File: config.mk
export PLATFORM = sky130hd
export DESIGN_NAME = xbar_out_mux
export DESIGN_NICKNAME = d
export VERILOG_FILES = /design/src/rtl/xbar_out_mux.sv
export SDC_FILE = /design/constraint.sdc
export NUM_CORES = 1
export LEC_CHECK = 0
export ABC_AREA = 1
export CORE_AREA = 2 2 149 151
export CTS_CLUSTER_DIAMETER = 60
export DETAILED_ROUTE_END_ITERATION = 7
export DIE_AREA = 0 0 151 153
export PLACE_DENSITY = 0.73
export SYNTH_ARGS = -nofsm -noshare
export SYNTH_HDL_FRONTEND = slang
export SYNTH_SLANG_ARGS = --single-unit
export TNS_END_PERCENT = 20
File: constraint.sdc
create_clock -name iClk -period 2.7 [get_ports iClk]
set_clock_uncertainty 0.15 [all_clocks]
set_input_delay 0.54 -clock iClk [delete_from_list [all_inputs] [get_ports iClk]]
set_output_delay 0.54 -clock iClk [all_outputs]
set_load 0.02 [all_outputs]
File: src/rtl/xbar_out_mux.sv
`default_nettype none
// +----------------------------------------------------------------------------
// | Module      : xbar_out_mux
// | Description : Crossbar output-port frame multiplexer. Locks onto the
// |               arbiter-granted input for a whole frame and forwards its
// |               beats through a registered valid/ready output stage.
// | Revision    : 1.0 - initial release
// +----------------------------------------------------------------------------
module xbar_out_mux #(
  parameter int DW   = 64,
  parameter int CNTW = 16
) (
  input  logic            iClk,
  input  logic            iRst_n,
  input  logic [4*DW-1:0] iData,
  input  logic [3:0]      iValid,
  input  logic [3:0]      iSop,
  input  logic [3:0]      iEop,
  output logic [3:0]      oReady,
  output logic [3:0]      oReq,
  input  logic [1:0]      iGrant,
  input  logic            iGrantValid,
  output logic [DW-1:0]   oData,
  output logic            oValid,
  output logic            oSop,
  output logic            oEop,
  output logic [1:0]      oPortId,
  input  logic            iOutReady,
  output logic [CNTW-1:0] oFrameCnt,
  output logic [CNTW-1:0] oErrCnt
);

  typedef enum logic [1:0] {
    S_IDLE = 2'd0,
    S_XFER = 2'd1,
    S_REL  = 2'd2
  } state_t;

  state_t          r_state;
  state_t          w_state_nxt;
  logic [1:0]      r_sel;
  logic [1:0]      w_sel_nxt;
  logic            r_valid;
  logic [DW-1:0]   r_data;
  logic            r_sop;
  logic            r_eop;
  logic [1:0]      r_port;
  logic [CNTW-1:0] r_frame_cnt;
  logic [CNTW-1:0] r_err_cnt;

  logic            w_can_load;
  logic            w_accept;
  logic            w_frame_inc;
  logic            w_err_inc;
  logic [3:0]      w_req;
  logic [3:0]      w_ready;
  logic [3:0]      w_sel_oh;
  logic [DW-1:0]   w_lane [4];

  for (genvar gi = 0; gi < 4; gi++) begin : g_lane
    assign w_lane[gi] = iData[gi*DW +: DW];
  end

  assign w_can_load = !r_valid || iOutReady;
  assign w_sel_oh   = 4'b0001 << r_sel;

  always_comb begin
    w_state_nxt = r_state;
    w_sel_nxt   = r_sel;
    w_req       = iValid;
    w_ready     = '0;
    w_accept    = 1'b0;
    w_frame_inc = 1'b0;
    w_err_inc   = 1'b0;
    case (r_state)
      S_IDLE: begin
        if (iGrantValid && iValid[iGrant]) begin
          if (iSop[iGrant]) begin
            w_sel_nxt   = iGrant;
            w_state_nxt = S_XFER;
          end else begin
            // A granted input that is not at a frame start is out of sync: discard one beat.
            w_ready[iGrant] = 1'b1;
            w_err_inc       = 1'b1;
          end
        end
      end
      S_XFER: begin
        w_req    = iValid | w_sel_oh;
        w_ready  = w_can_load ? w_sel_oh : 4'b0000;
        w_accept = iValid[r_sel] && w_can_load;
        if (w_accept && iEop[r_sel]) begin
          w_frame_inc = 1'b1;
          w_state_nxt = S_REL;
        end
      end
      S_REL: begin
        w_req       = iValid & ~w_sel_oh;
        w_state_nxt = S_IDLE;
      end
      default: w_state_nxt = S_IDLE;
    endcase
  end

  always_ff @(posedge iClk or negedge iRst_n) begin
    if (!iRst_n) begin
      r_state     <= S_IDLE;
      r_sel       <= '0;
      r_valid     <= 1'b0;
      r_data      <= '0;
      r_sop       <= 1'b0;
      r_eop       <= 1'b0;
      r_port      <= '0;
      r_frame_cnt <= '0;
      r_err_cnt   <= '0;
    end else begin
      r_state <= w_state_nxt;
      r_sel   <= w_sel_nxt;
      if (w_can_load) begin
        r_valid <= w_accept;
        if (w_accept) begin
          r_data <= w_lane[r_sel];
          r_sop  <= iSop[r_sel];
          r_eop  <= iEop[r_sel];
          r_port <= r_sel;
        end
      end
      if (w_frame_inc && (r_frame_cnt != '1)) r_frame_cnt <= r_frame_cnt + 1'b1;
      if (w_err_inc && (r_err_cnt != '1))     r_err_cnt   <= r_err_cnt + 1'b1;
    end
  end

  // Request/ready are combinational from iValid, so force them low while reset is held.
  assign oReq      = iRst_n ? w_req   : 4'b0000;
  assign oReady    = iRst_n ? w_ready : 4'b0000;
  assign oData     = r_data;
  assign oValid    = r_valid;
  assign oSop      = r_sop;
  assign oEop      = r_eop;
  assign oPortId   = r_port;
  assign oFrameCnt = r_frame_cnt;
  assign oErrCnt   = r_err_cnt;

endmodule
`default_nettype wire
After elaboration in Yosys (flattened, before gate mapping)
Cells that the tools add are included.
Widths: inputs -> output; s select.

word-level totals
  flip-flop bits (word level) = 105
  input port bits = 274
  logic and storage cells = 71

cells by class
  magnitude comparators = 4
  shift-type cells = 1
  bitwise logic cells = 4
  equality and inequality tests = 7
  reductions and logical operators = 12
  multiplexer cells = 32
  add/subtract/negate cells = 2

operator list
  cell                   count
  $bmux 64 s2            1
  $mux 64                2
  $add 16x1->16 const B  2
  $ne 16x16->1 const B   2
  $mux 4                 5
  $pmux 4 s2             2
  $mux 1                 12
  $bmux 1 s2             5
  $logic_and 1x1->1      6
  $lt 2x3->1 const B     2
  $mux 2                 3
  $ne 2x2->1 const B     3
  $reduce_and 3->1       2
  $and 4x4->4            1
  $not 4->4              1
  $or 4x4->4             1
  $pmux 2 s2             1
  $shl 1x2->4 const A    1
  $ge 3x3->1 const B     1
  $not 2->3              1
  $demux 1 s2            1
  $eq 2x1->1 const B     1
  $eq 2x2->1 const B     1
  $ge 2x1->1 const B     1
  other kinds (4)        4

Logic depth before layout (Yosys ltp)
Gate-level depths: netlist of the first run.

  depth in word-level cells = 8
  mapped depth = 11
  gate-level depth less buffers = 10

Worst setup path after synthesis of the first run
Ideal clock, no wire load.

  kind = input port to output port
  from = input port iGrant[0]
  to = output port oReady[3]
  arrival time = 1.573 ns
  path slack = 0.437 ns
  stages on the path = 8
  data required time = 2.010 ns
  cells stage by stage = buf_4 -> inv_2 -> nand2_1 -> nand2_1 -> nand2_1 -> a21boi_2 -> nand3b_1 -> a21oi_1

on the way
  word-level cells in the longest chain between the ends = 8
  elaborated cells on any way between the ends = 14
  those cells by class = order compare: 2; mux: 10; reduce/logical: 2

RTL lines
  item                                                                   line  source
  start: declaration                                                     21    input logic [1:0] iGrant,
  $lt 2x3->1 (implied by the code) / $ge 2x1->1 (equally long branches)  83    w_ready[iGrant] = 1'b1;
  $logic_and 1x1->1 (implied by the code)                                83
  $mux 1 (implied by the code)                                           83
  $demux 1 s2                                                            83
  $mux 4                                                                 78    if (iSop[iGrant]) begin
  $mux 4 (*)                                                             77    if (iGrantValid && iValid[iGrant]) begin
  $pmux 4 s2 (*)                                                         75    case (r_state)
  $mux 4 (*)                                                             135   assign oReady = iRst_n ? w_ready : 4'b0000;
  end: declaration                                                       19    output logic [3:0] oReady,

Every way passes the cells marked *; elsewhere a longest branch is shown, timed or not. The select of a mux whose other input is x is not followed.

Worst setup path after layout of the first run
  from = input port iSop[1]
  to = output port oReady[2]

on the way
  word-level cells in the longest chain between the ends = 6

RTL lines
  item                          line  source
  start: declaration            17    input logic [3:0] iSop,
  $bmux 1 s2                    78
  $mux 1 (implied by the code)  78
  $mux 4                        78
  $mux 4                        77
  $pmux 4 s2                    75
  $mux 4                        135

No other way between the ends. The select of a mux whose other input is x is not followed.

==> results of run 1 <==
-- final timing paths --
path / to / slack [ns]
max in group asynchronous: r_sel[0]$_DFFE_PN0P_ / 1.66
max reg2reg: oErrCnt[8]$_DFFE_PN0P_ / 0.38
min: oErrCnt[9]$_DFFE_PN0P_ / 0.18
min reg2reg: oData[53]$_DFFE_PN0P_ / 0.33
min in group iClk: oData[53]$_DFFE_PN0P_ / 0.33
max: oReady[2] / 0.1
-- per-layer routing --
layer  vias to the layer above  wire [µm]  global-route usage, %
met1                      3642      10410                  27.44
met5                         -          0                      0
met2                       318      13310                  39.24
li1                       3906          -                      -
met3                        40       1811                  4.567
met4                         0        682                  8.456
-- worst reg2reg max path: stages (launching register included) --
cell                      delay, ns
sky130_fd_sc_hd__dfrtp_1       0.46
sky130_fd_sc_hd__ha_1          0.26
sky130_fd_sc_hd__nand3_1       0.18
sky130_fd_sc_hd__nor3_2        0.30
sky130_fd_sc_hd__nand3_2       0.33
sky130_fd_sc_hd__nand3_2       0.40
sky130_fd_sc_hd__nand2_1       0.11
sky130_fd_sc_hd__nand2_1       0.09
-- area by class of cell --
cell class | instances | area, µm² | area share, %
clock inverters | 7 | 82.58 | 0.7501
well taps | 280 | 350.3 | 3.182
diodes | 3 | 7.507 | 0.06819
multi-input cells | 764 | 3537 | 32.13
inverters | 38 | 142.6 | 1.296
clock buffers | 9 | 225.2 | 2.046
repair buffers | 409 | 4035 | 36.65
flip-flops and latches | 105 | 2629 | 23.88
-- logic make-up (layout without fill, tap and decap cells) --
logic type,after synthesis,after routing
and+or+nand+nor,577,577
AOI/OAI and AO/OA,163,163
xor gates and xnor gates,19,19
other,0,3
adders and majority gates,5,5
buffers and inverters,94,463
DFF,105,105
-- state kept, by name, indices dropped and copies added, names as in the netlist --
register   count
r_sel          2
oEop           1
oFrameCnt     16
oData         64
r_state        2
oErrCnt       16
oSop           1
oValid         1
oPortId        2
-- report_power, final --
group	total (W)	internal, W	switching [W]
Combinational	0.00556	0.00229	0.00327
Clock	0.00138	0.000737	0.000646
Sequential	0.00258	0.00214	0.000441
Total	0.00952	0.00516	0.00435
-- per-stage QoR --
step           TNS, ns  power, W  cell area [µm²]  std cells
4_1_cts        -0.1074  0.009591            10980       1611
3_3_place_gp    -2.443  0.008110            10680       1595
3_5_place_dp    -2.513  0.008172            10680       1595
5_1_grt              0   0.01024            11010       1615
6_report             0  0.009518            11010       1615
2_1_floorplan        0  0.005636             6531        963
-- cell usage after synthesis --
cell                       number
sky130_fd_sc_hd__nor3_2         1
sky130_fd_sc_hd__inv_1         36
sky130_fd_sc_hd__nand2_1      347
sky130_fd_sc_hd__xnor2_1        7
sky130_fd_sc_hd__nand3b_1       2
sky130_fd_sc_hd__nor2_4         1
sky130_fd_sc_hd__nand3_1      165
sky130_fd_sc_hd__inv_2          2
sky130_fd_sc_hd__nor2_2         3
sky130_fd_sc_hd__nand3_2        3
sky130_fd_sc_hd__nand4_1        5
sky130_fd_sc_hd__nor3_1         8
sky130_fd_sc_hd__a21oi_1       74
sky130_fd_sc_hd__a21boi_2       1
sky130_fd_sc_hd__clkbuf_1      22
sky130_fd_sc_hd__dfrtp_1      105
sky130_fd_sc_hd__buf_6          1
sky130_fd_sc_hd__nand2_2        2
sky130_fd_sc_hd__o21ai_1       35
sky130_fd_sc_hd__buf_2         25
sky130_fd_sc_hd__nor2_1        39
sky130_fd_sc_hd__ha_1           5
sky130_fd_sc_hd__buf_4          3
sky130_fd_sc_hd__nor4_1         1
sky130_fd_sc_hd__xor2_1        12
sky130_fd_sc_hd__buf_1          5
sky130_fd_sc_hd__o21ai_0       53
-- repair_timing --
action	in CTS	in global routing
endpoints found under the setup margin	8	4
pin swaps	1	2
resized for setup	24	12
setup buffers	0	1
==> impl_metrics.py, run 1 <==
metrics = {
    "route": {
        "vias": 7906,
        "dr.first_iter.drc_count": 517,
        "per_cell_via_count_in_the_routed_design": 4.895,
        "routed_wire_length_per_instance_um": 16.23,
        "firstDrtPassIters": 5,
        "routed_antenna_nets": 0,
        "drc": 0,
        "detail_route.wirelength_um": 26210,
    },
    "synth": {
        "simple_gate_fraction_of_synth_area_pct": 37.51,
        "synth_top_cell_by_area": "sky130_fd_sc_hd__dfrtp_1",
        "ys_ff_latch": 105,
        "synth.area.mux_share_pct": 0,
        "yosysTopAreaCellShare_pct": 40.23,
        "synth_fp_nets": 1242,
        "syn_area_um2": 6531,
        "syn-instance-count": 963,
        "post_synth_fa_ha_maj_area_fraction_pct": 0.9579,
        "synth-compound-area-share_pct": 12.59,
        "synth_area_per_cell_um2": 6.782,
        "largest_family_of_logic_cells_by_synthesized_area": "simple AND/OR/NAND/NOR gates",
        "synth_cell_types": 27,
        "synth-xor-area-share_pct": 2.548,
        "synth.top_cells.by_area": "sky130_fd_sc_hd__dfrtp_1 (40%), sky130_fd_sc_hd__nand2_1 (20%), sky130_fd_sc_hd__nand3_1 (13%), sky130_fd_sc_hd__a21oi_1 (5.7%), sky130_fd_sc_hd__o21ai_0 (4.1%)",
        "synth_warnings": 0,
        "synth_seq_area_share_pct": 40.23,
    },
    "layout": {
        "finish.net_count": 1606,
        "top_library_cells_by_usage_in_the_layout_fill_and_taps_aside": "sky130_fd_sc_hd__clkdlybuf4s50_1 (367), sky130_fd_sc_hd__nand2_1 (347), sky130_fd_sc_hd__nand3_1 (165), sky130_fd_sc_hd__dfrtp_1 (104), sky130_fd_sc_hd__a21oi_1 (71)",
        "share_of_final_layout_standard_cells_stronger_than_drive_strength_1_pct": 5.180,
        "postLayoutCoreUtil_pct": 51.24,
        "num-fill-cells": 2116,
        "areaGrowthSynthToFinish_pct": 68.56,
        "layout.cells.most_common": "sky130_fd_sc_hd__clkdlybuf4s50_1",
    },
    "grt": {
        "number_of_global_route_vias_before_repair": 7725,
        "grt_start_max_net_pins": 84,
        "wire_length_of_the_first_global_routing_pass_um": 41030,
        "antenna_violations_before_repair": 3,
        "globalRoute.totalOverflow": 0,
        "grt.total_usage_pct": 22.61,
    },
    "clocking": {
        "hold_buffers": 0,
        "clockRootBuffer": "sky130_fd_sc_hd__clkbuf_16",
        "cts_tree": "done",
        "ctsHtreeMaxLevel": 3,
        "clkSlewWorstSetupHoldPaths_ns": 0.07,
        "insertion_delay_ns": 0.36,
        "clock-sinks": 105,
        "numCtsBuffers": 9,
        "cts-root-to-sink-buffers": 2,
    },
    "worst_setup_path": {
        "setup.worst_path.class": "input port to output port",
        "critical-path-top-delay-family": "buffers and inverters",
        "critical_path_depth": 9,
        "cp.required_ns": 2.01,
        "worst-endpoint-arrival_ns": 1.91,
        "critical_path.startpoint_type": "input port",
        "crit_chain": "clkdlybuf4s50_1, nand2_1, nand2_1, nand2_1, nand2_1, nor2_4, nand3_1, a21oi_1, buf_2",
        "startpoint": "iSop[1]",
        "critPathSlowestCell": "sky130_fd_sc_hd__clkdlybuf4s50_1",
        "ff2ff_path_depth": 7,
        "slowest_delay_ns": 0.45,
        "timing.critical_path.buf_inv": 2,
        "cpMostUsedCell": "sky130_fd_sc_hd__nand2_1",
        "crit_path_max_fanout": 5,
        "reg2reg_from": "oErrCnt[0]$_DFFE_PN0P_",
        "worstSetupEndpointType": "output port",
    },
    "die": {
        "io_pins": 383,
        "die_area_um2": 23100,
        "rows": 54,
        "die_x_um": 151,
        "start_util_pct": 30.40,
        "core_um2": 21490,
        "floorplan_die_height_um": 153,
    },
    "timing": {
        "maxClockFrequency_mhz": 383.9,
        "timing.final.ws_setup_ns": 0.09522,
        "period_minus_ws_final_ns": 2.605,
        "fin_hold_ws_ns": 0.1778,
        "rsz0062_at_grt": "false",
        "timing.max_slew.rel_slack_pct": 47.10,
        "finalSetupViolations": 0,
        "timing.final.max_slew_violations": 0,
        "worst-slew-pin-transition_ns": 0.7935,
        "finalHoldViolCount": 0,
        "timing.final.crit_share_pct": 96.47,
    },
    "power": {
        "p_per_area_nw_per_um2": 864.6,
        "worst_vdd_drop_mv": 0.5983,
        "static-leakage-power_nw": 4.823,
    },
    "run_status": {
        "run_status": "complete, no violations",
    },
    "placement": {
        "io_buffers": 382,
        "dp_worst_setup_slack_ns": -0.6448,
        "place.detailed.hpwl_um": 19980,
        "globalplace.congestion": 0.8547,
    },
    "hold_path": {
        "min-delay-path-class": "input port to async pin",
    },
    "job": {
        "drv_cap": 0,
    },
}
(Power assumes the default switching activity.)
==> run 2, diff against run 1 <==
Settings changed: CORE_AREA 2 2 149 151 to 2 2 148 150, DIE_AREA 0 0 151 153 to 0 0 150 152, PLACE_DENSITY 0.73 to 0.74.
Clock period 2.7 ns to 3.1 ns, I/O delays scaled along.
==> impl_metrics.py, run 2 (same netlist as run 1, synthesis figures left out) <==
metrics = {
    "clocking": {
        "postCtsSetupRepairBufs": 0,
        "clockRootBuffer": "sky130_fd_sc_hd__clkbuf_16",
        "numCtsBuffers": 9,
        "cts_tree": "done",
        "hold_buffers": 0,
        "clkSlewWorstSetupHoldPaths_ns": 0.07,
        "clock-sinks": 105,
        "cts-root-to-sink-buffers": 2,
        "insertion_delay_ns": 0.35,
        "ctsHtreeMaxLevel": 3,
    },
    "route": {
        "routedLengthMet1_um": 10460,
        "route.met3.wl_um": 1708,
        "firstDrtPassIters": 5,
        "vias": 7905,
        "routed_wire_length_per_instance_um": 16.14,
        "dr.max_layer_used": "met4",
        "route.met2.wl_um": 12770,
        "drc": 0,
        "routed_antenna_nets": 0,
        "detail_route.wirelength_um": 25900,
        "dr.first_iter.drc_count": 438,
        "per_cell_via_count_in_the_routed_design": 4.925,
    },
    "die": {
        "die_area_um2": 22800,
        "start_util_pct": 30.59,
        "rows": 54,
        "core_um2": 21350,
        "die_x_um": 150,
        "io_pins": 383,
        "floorplan_die_height_um": 152,
    },
    "hold_path": {
        "min-delay-path-class": "input port to async pin",
    },
    "layout": {
        "finish.net_count": 1599,
        "num-fill-cells": 2074,
        "multiInputGateArea_um2": 3530,
        "top_library_cells_by_usage_in_the_layout_fill_and_taps_aside": "sky130_fd_sc_hd__clkdlybuf4s50_1 (377), sky130_fd_sc_hd__nand2_1 (346), sky130_fd_sc_hd__nand3_1 (165), sky130_fd_sc_hd__dfrtp_1 (104), sky130_fd_sc_hd__a21oi_1 (73)",
        "fin_cells": 1605,
        "areaGrowthSynthToFinish_pct": 67.13,
        "largest_reg_flops": 64,
        "layout.cells.most_common": "sky130_fd_sc_hd__clkdlybuf4s50_1",
        "area.sequential_um2": 2631,
        "postLayoutCoreUtil_pct": 51.13,
        "share_of_final_layout_standard_cells_stronger_than_drive_strength_1_pct": 4.308,
    },
    "timing": {
        "timing.final.max_slew_violations": 0,
        "finalSetupViolations": 0,
        "timing.final.crit_share_pct": 95.81,
        "period_minus_ws_final_ns": 2.970,
        "timing.final.ws_setup_ns": 0.1299,
        "rsz0062_at_grt": "false",
        "maxClockFrequency_mhz": 336.7,
        "fin_hold_ws_ns": 0.2680,
        "timing.max_slew.rel_slack_pct": 41.68,
        "finalHoldViolCount": 0,
        "worst-slew-pin-transition_ns": 0.8749,
    },
    "worst_setup_path": {
        "setup.worst_path.class": "input port to output port",
        "critical_path.startpoint_type": "input port",
        "worst-endpoint-arrival_ns": 2.20,
        "ff2ff_path_depth": 9,
        "worstSetupEndpointType": "output port",
        "crit_path_max_fanout": 5,
        "cp.required_ns": 2.33,
    },
    "power": {
        "fin_total_pwr_w": 0.008231,
        "p_per_area_nw_per_um2": 754.1,
        "static-leakage-power_nw": 4.723,
        "worst_vdd_drop_mv": 0.4965,
    },
    "placement": {
        "place.detailed.hpwl_um": 19290,
        "globalplace.congestion": 0.8695,
        "dp_worst_setup_slack_ns": -0.3511,
        "io_buffers": 382,
        "dp.cells": 1589,
    },
    "grt": {
        "antenna_violations_before_repair": 2,
        "number_of_global_route_vias_before_repair": 7749,
        "grt.total_usage_pct": 22.77,
        "wire_length_of_the_first_global_routing_pass_um": 41240,
        "globalRoute.totalOverflow": 0,
        "grt_start_max_net_pins": 137,
    },
    "run_status": {
        "run_status": "complete, no violations",
    },
    "job": {
        "drv_cap": 0,
    },
}
==> run 2: cell types whose count changed in the layout (fill, tap and decap cells not counted), sizes merged <==
cell,before,now
inv,42,39
clkdlybuf4s50,367,377
buf,32,25
dlygate4sd2,5,0
diode,3,2
dlymetal6s2s,4,0
==> run 2: worst paths after layout <==
| check | from | endpoint | slack, ns |
|---|---|---|---|
| max | iGrant[0] | oReady[3] | 0.13 |
| min | iRst_n | oValid$_DFFE_PN0P_ | 0.27 |
| max reg2reg | r_sel[1]$_DFFE_PN0P_ | oFrameCnt[9]$_DFFE_PN0P_ | 0.53 |
| max in group asynchronous | iRst_n | r_sel[0]$_DFFE_PN0P_ | 1.88 |
| min in group iClk | oData[8]$_DFFE_PN0P_ | oData[8]$_DFFE_PN0P_ | 0.33 |
| min reg2reg | oData[8]$_DFFE_PN0P_ | oData[8]$_DFFE_PN0P_ | 0.33 |
==> run 2: stage by stage <==
step	instance area [µm²]	TNS, ns
final	10920	0
after global routing	10920	0
after CTS	10930	0
after detailed placement	10630	-1.334
after global placement	10630	-1.251
after floorplan	6531	0
==> run 2: power by group <==
group          total, W  switching [W]  leakage [nW]  internal [W]
Sequential      0.00224       0.000377          1.35       0.00186
Clock           0.00116       0.000513         0.137      0.000643
Combinational   0.00483        0.00286          3.23       0.00197
==> run 2: critical path, stage by stage <==
cell                              delay, ns
sky130_fd_sc_hd__clkdlybuf4s50_1       0.52
sky130_fd_sc_hd__buf_4                 0.17
sky130_fd_sc_hd__nand2_1               0.05
sky130_fd_sc_hd__nand2_1               0.06
sky130_fd_sc_hd__nand2_1               0.07
sky130_fd_sc_hd__a21boi_2              0.24
sky130_fd_sc_hd__nand3b_1              0.14
sky130_fd_sc_hd__a21oi_2               0.15
sky130_fd_sc_hd__buf_2                 0.18
==> run 2: final cells by class <==
type	count	share of cell area, %
Inverter	38	1.307
Antenna cell	2	0.04585
Clock buffer	10	2.189
Sequential cell	105	24.11
Timing Repair Buffer	402	36.31
Multi-Input combinational cell	764	32.34
Tap cell	280	3.210
Clock inverter	4	0.4929
==> run 2: metal layers <==
metal | vias to the layer above | global-route usage (%)
met3 | 55 | 4.234
met1 | 3637 | 28.29
met5 | - | 0
met4 | 0 | 10.02
met2 | 317 | 38.25
li1 | 3896 | -
==> run 2: repair_timing <==
item	in CTS	in global routing
resized for setup	13	6
setup endpoints to repair	4	4
pin swaps	0	2
==> run 3, diff against run 2 <==
Settings changed: CORE_AREA 2 2 148 150 to 2 2 147 149, DIE_AREA 0 0 150 152 to 0 0 149 151, DONT_BUFFER_PORTS set to 1, PLACE_DENSITY 0.74 to 0.51.
==> impl_metrics.py, run 3 (same netlist as run 1, synthesis figures left out) <==
metrics = {
    "layout": {
        "num-fill-cells": 2266,
        "share_of_final_layout_standard_cells_stronger_than_drive_strength_1_pct": 5.514,
        "layout.cells.most_common": "sky130_fd_sc_hd__nand2_1",
        "postLayoutCoreUtil_pct": 34.14,
        "finish.net_count": 1217,
        "areaGrowthSynthToFinish_pct": 8.851,
        "top_library_cells_by_usage_in_the_layout_fill_and_taps_aside": "sky130_fd_sc_hd__nand2_1 (347), sky130_fd_sc_hd__nand3_1 (165), sky130_fd_sc_hd__dfrtp_1 (104), sky130_fd_sc_hd__a21oi_1 (74), sky130_fd_sc_hd__o21ai_0 (53)",
        "antennaDiodeCount": 0,
        "largest_reg_flops": 64,
    },
    "clocking": {
        "ctsResizeCount": 0,
        "ctsHtreeMaxLevel": 3,
        "postCtsSetupRepairBufs": 0,
        "cts_tree": "done",
        "clockRootBuffer": "sky130_fd_sc_hd__clkbuf_16",
        "numCtsBuffers": 9,
        "clock-sinks": 105,
        "clkSlewWorstSetupHoldPaths_ns": 0.08,
        "cts-root-to-sink-buffers": 2,
        "insertion_delay_ns": 0.36,
    },
    "grt": {
        "globalRoute.totalOverflow": 0,
        "grt.total_usage_pct": 20.27,
        "number_of_global_route_vias_before_repair": 5956,
        "wire_length_of_the_first_global_routing_pass_um": 34870,
        "grt_start_max_net_pins": 110,
        "antenna_violations_before_repair": 0,
    },
    "power": {
        "p_per_area_nw_per_um2": 979.0,
        "static-leakage-power_nw": 3.262,
        "worst_vdd_drop_mv": 0.3724,
    },
    "placement": {
        "dp_worst_setup_slack_ns": 0.5560,
        "place.detailed.hpwl_um": 17750,
        "io_buffers": 0,
        "globalplace.congestion": 0.8113,
    },
    "hold_path": {
        "min-delay-path-class": "input port to async pin",
    },
    "run_status": {
        "run_status": "finished with violations",
        "failing_checks": "negative hold slack",
    },
    "die": {
        "start_util_pct": 31.37,
        "die_area_um2": 22500,
        "rows": 53,
        "io_pins": 383,
        "core_um2": 20820,
        "floorplan_die_height_um": 151,
        "die_x_um": 149,
    },
    "worst_setup_path": {
        "reg2reg_from": "r_sel[0]$_DFFE_PN0P_",
        "worst_setup_path_endpoint": "oReady[2]",
        "startpoint": "r_sel[1]$_DFFE_PN0P_",
        "cpMostUsedCell": "sky130_fd_sc_hd__buf_4",
        "slowest_delay_ns": 0.47,
        "cp.required_ns": 2.33,
        "worst-endpoint-arrival_ns": 1.97,
        "critical-path-top-delay-family": "buffers and inverters",
        "ff2ff_path_depth": 8,
        "crit_path_max_fanout": 28,
        "crit_chain": "inv_2, nor2_4, buf_4, nand2_1, a21oi_1, buf_4",
        "r2r_end": "oData[34]$_DFFE_PN0P_",
        "critical_path_depth": 6,
        "critPathSlowestCell": "sky130_fd_sc_hd__dfrtp_1",
        "critical_path.startpoint_type": "register",
        "worstSetupEndpointType": "output port",
        "ff2ff_setup_slack_ns": 0.64,
        "setup.worst_path.class": "register to output port",
        "timing.critical_path.buf_inv": 3,
    },
    "timing": {
        "fin_hold_ws_ns": -0.2019,
        "tns_ns": 0,
        "timing.max_slew.rel_slack_pct": 51.42,
        "timing.final.max_slew_violations": 0,
        "worst-slew-pin-transition_ns": 0.7287,
        "rsz0062_at_grt": "false",
        "timing.final.crit_share_pct": 88.29,
        "timing.final.ws_setup_ns": 0.3629,
        "finalSetupViolations": 0,
        "maxClockFrequency_mhz": 365.4,
        "period_minus_ws_final_ns": 2.737,
        "finalHoldViolCount": 105,
    },
    "job": {
        "drv_cap": 0,
    },
    "route": {
        "per_cell_via_count_in_the_routed_design": 5.270,
        "routed_antenna_nets": 0,
        "vias": 6419,
        "drc": 0,
        "firstDrtPassIters": 5,
        "dr.first_iter.drc_count": 537,
        "routed_wire_length_per_instance_um": 19.26,
        "detail_route.wirelength_um": 23450,
    },
}
run 3: changes by cell type in the layout (fill, tap and decap cells not counted), moves of 2 or more:
cell	previous run	this run
sky130_fd_sc_hd__clkdlybuf4s50_1	377	0
sky130_fd_sc_hd__buf_2	4	0
sky130_fd_sc_hd__inv_8	0	3
sky130_fd_sc_hd__diode_2	2	0
run 3: cell type report:
cell class	instances	area (µm²)	share of cell area, %
multi-input combinational	764	3518	49.49
clock inverter	7	87.58	1.232
sequential	105	2629	36.98
inverter	38	142.6	2.006
tap	275	344.1	4.840
timing repair buffer	20	162.7	2.288
clock buffer	9	225.2	3.168
run 3: stage by stage:
stage               total power, W  std cells  cell area [µm²]  hold WS [ns]
floorplan                 0.004909        963             6531        0.1744
global placement          0.005748       1202             6797        0.1766
detailed placement        0.005779       1202             6797        0.1767
CTS                       0.007036       1218             7109       -0.2159
global route              0.007520       1218             7109       -0.2351
finish                    0.006960       1218             7109       -0.2019
run 3: report_power, final:
group	switching, W	leakage (nW)	total [W]	internal [W]
clock network	0.000594	0.148	0.00124	0.000647
logic	0.00181	1.76	0.00272	0.000911
registers	0.00115	1.35	0.00300	0.00185
run 3: worst min-delay path by stage:
stage	start	to	slack, ns	cells past startpoint
6_report	iRst_n	oErrCnt[14]$_DFFE_PN0P_	-0.20	0
5_1_grt	iRst_n	oErrCnt[14]$_DFFE_PN0P_	-0.24	0
4_1_cts	iRst_n	oErrCnt[6]$_DFFE_PN0P_	-0.22	0
3_5_place_dp	iRst_n	oErrCnt[14]$_DFFE_PN0P_	0.18	0
3_3_place_gp	iRst_n	oErrCnt[14]$_DFFE_PN0P_	0.18	0
2_1_floorplan	iRst_n	oData[0]$_DFFE_PN0P_	0.17	0
run 3: routing by layer:
layer / wire, µm / global-route usage [%] / vias to the layer above
li1: - / - / 3124
met1: 9635 / 26.25 / 2935
met2: 11560 / 33.29 / 327
met3: 1766 / 5.572 / 33
met4: 494 / 5.667 / 0
met5: 0 / 0 / -
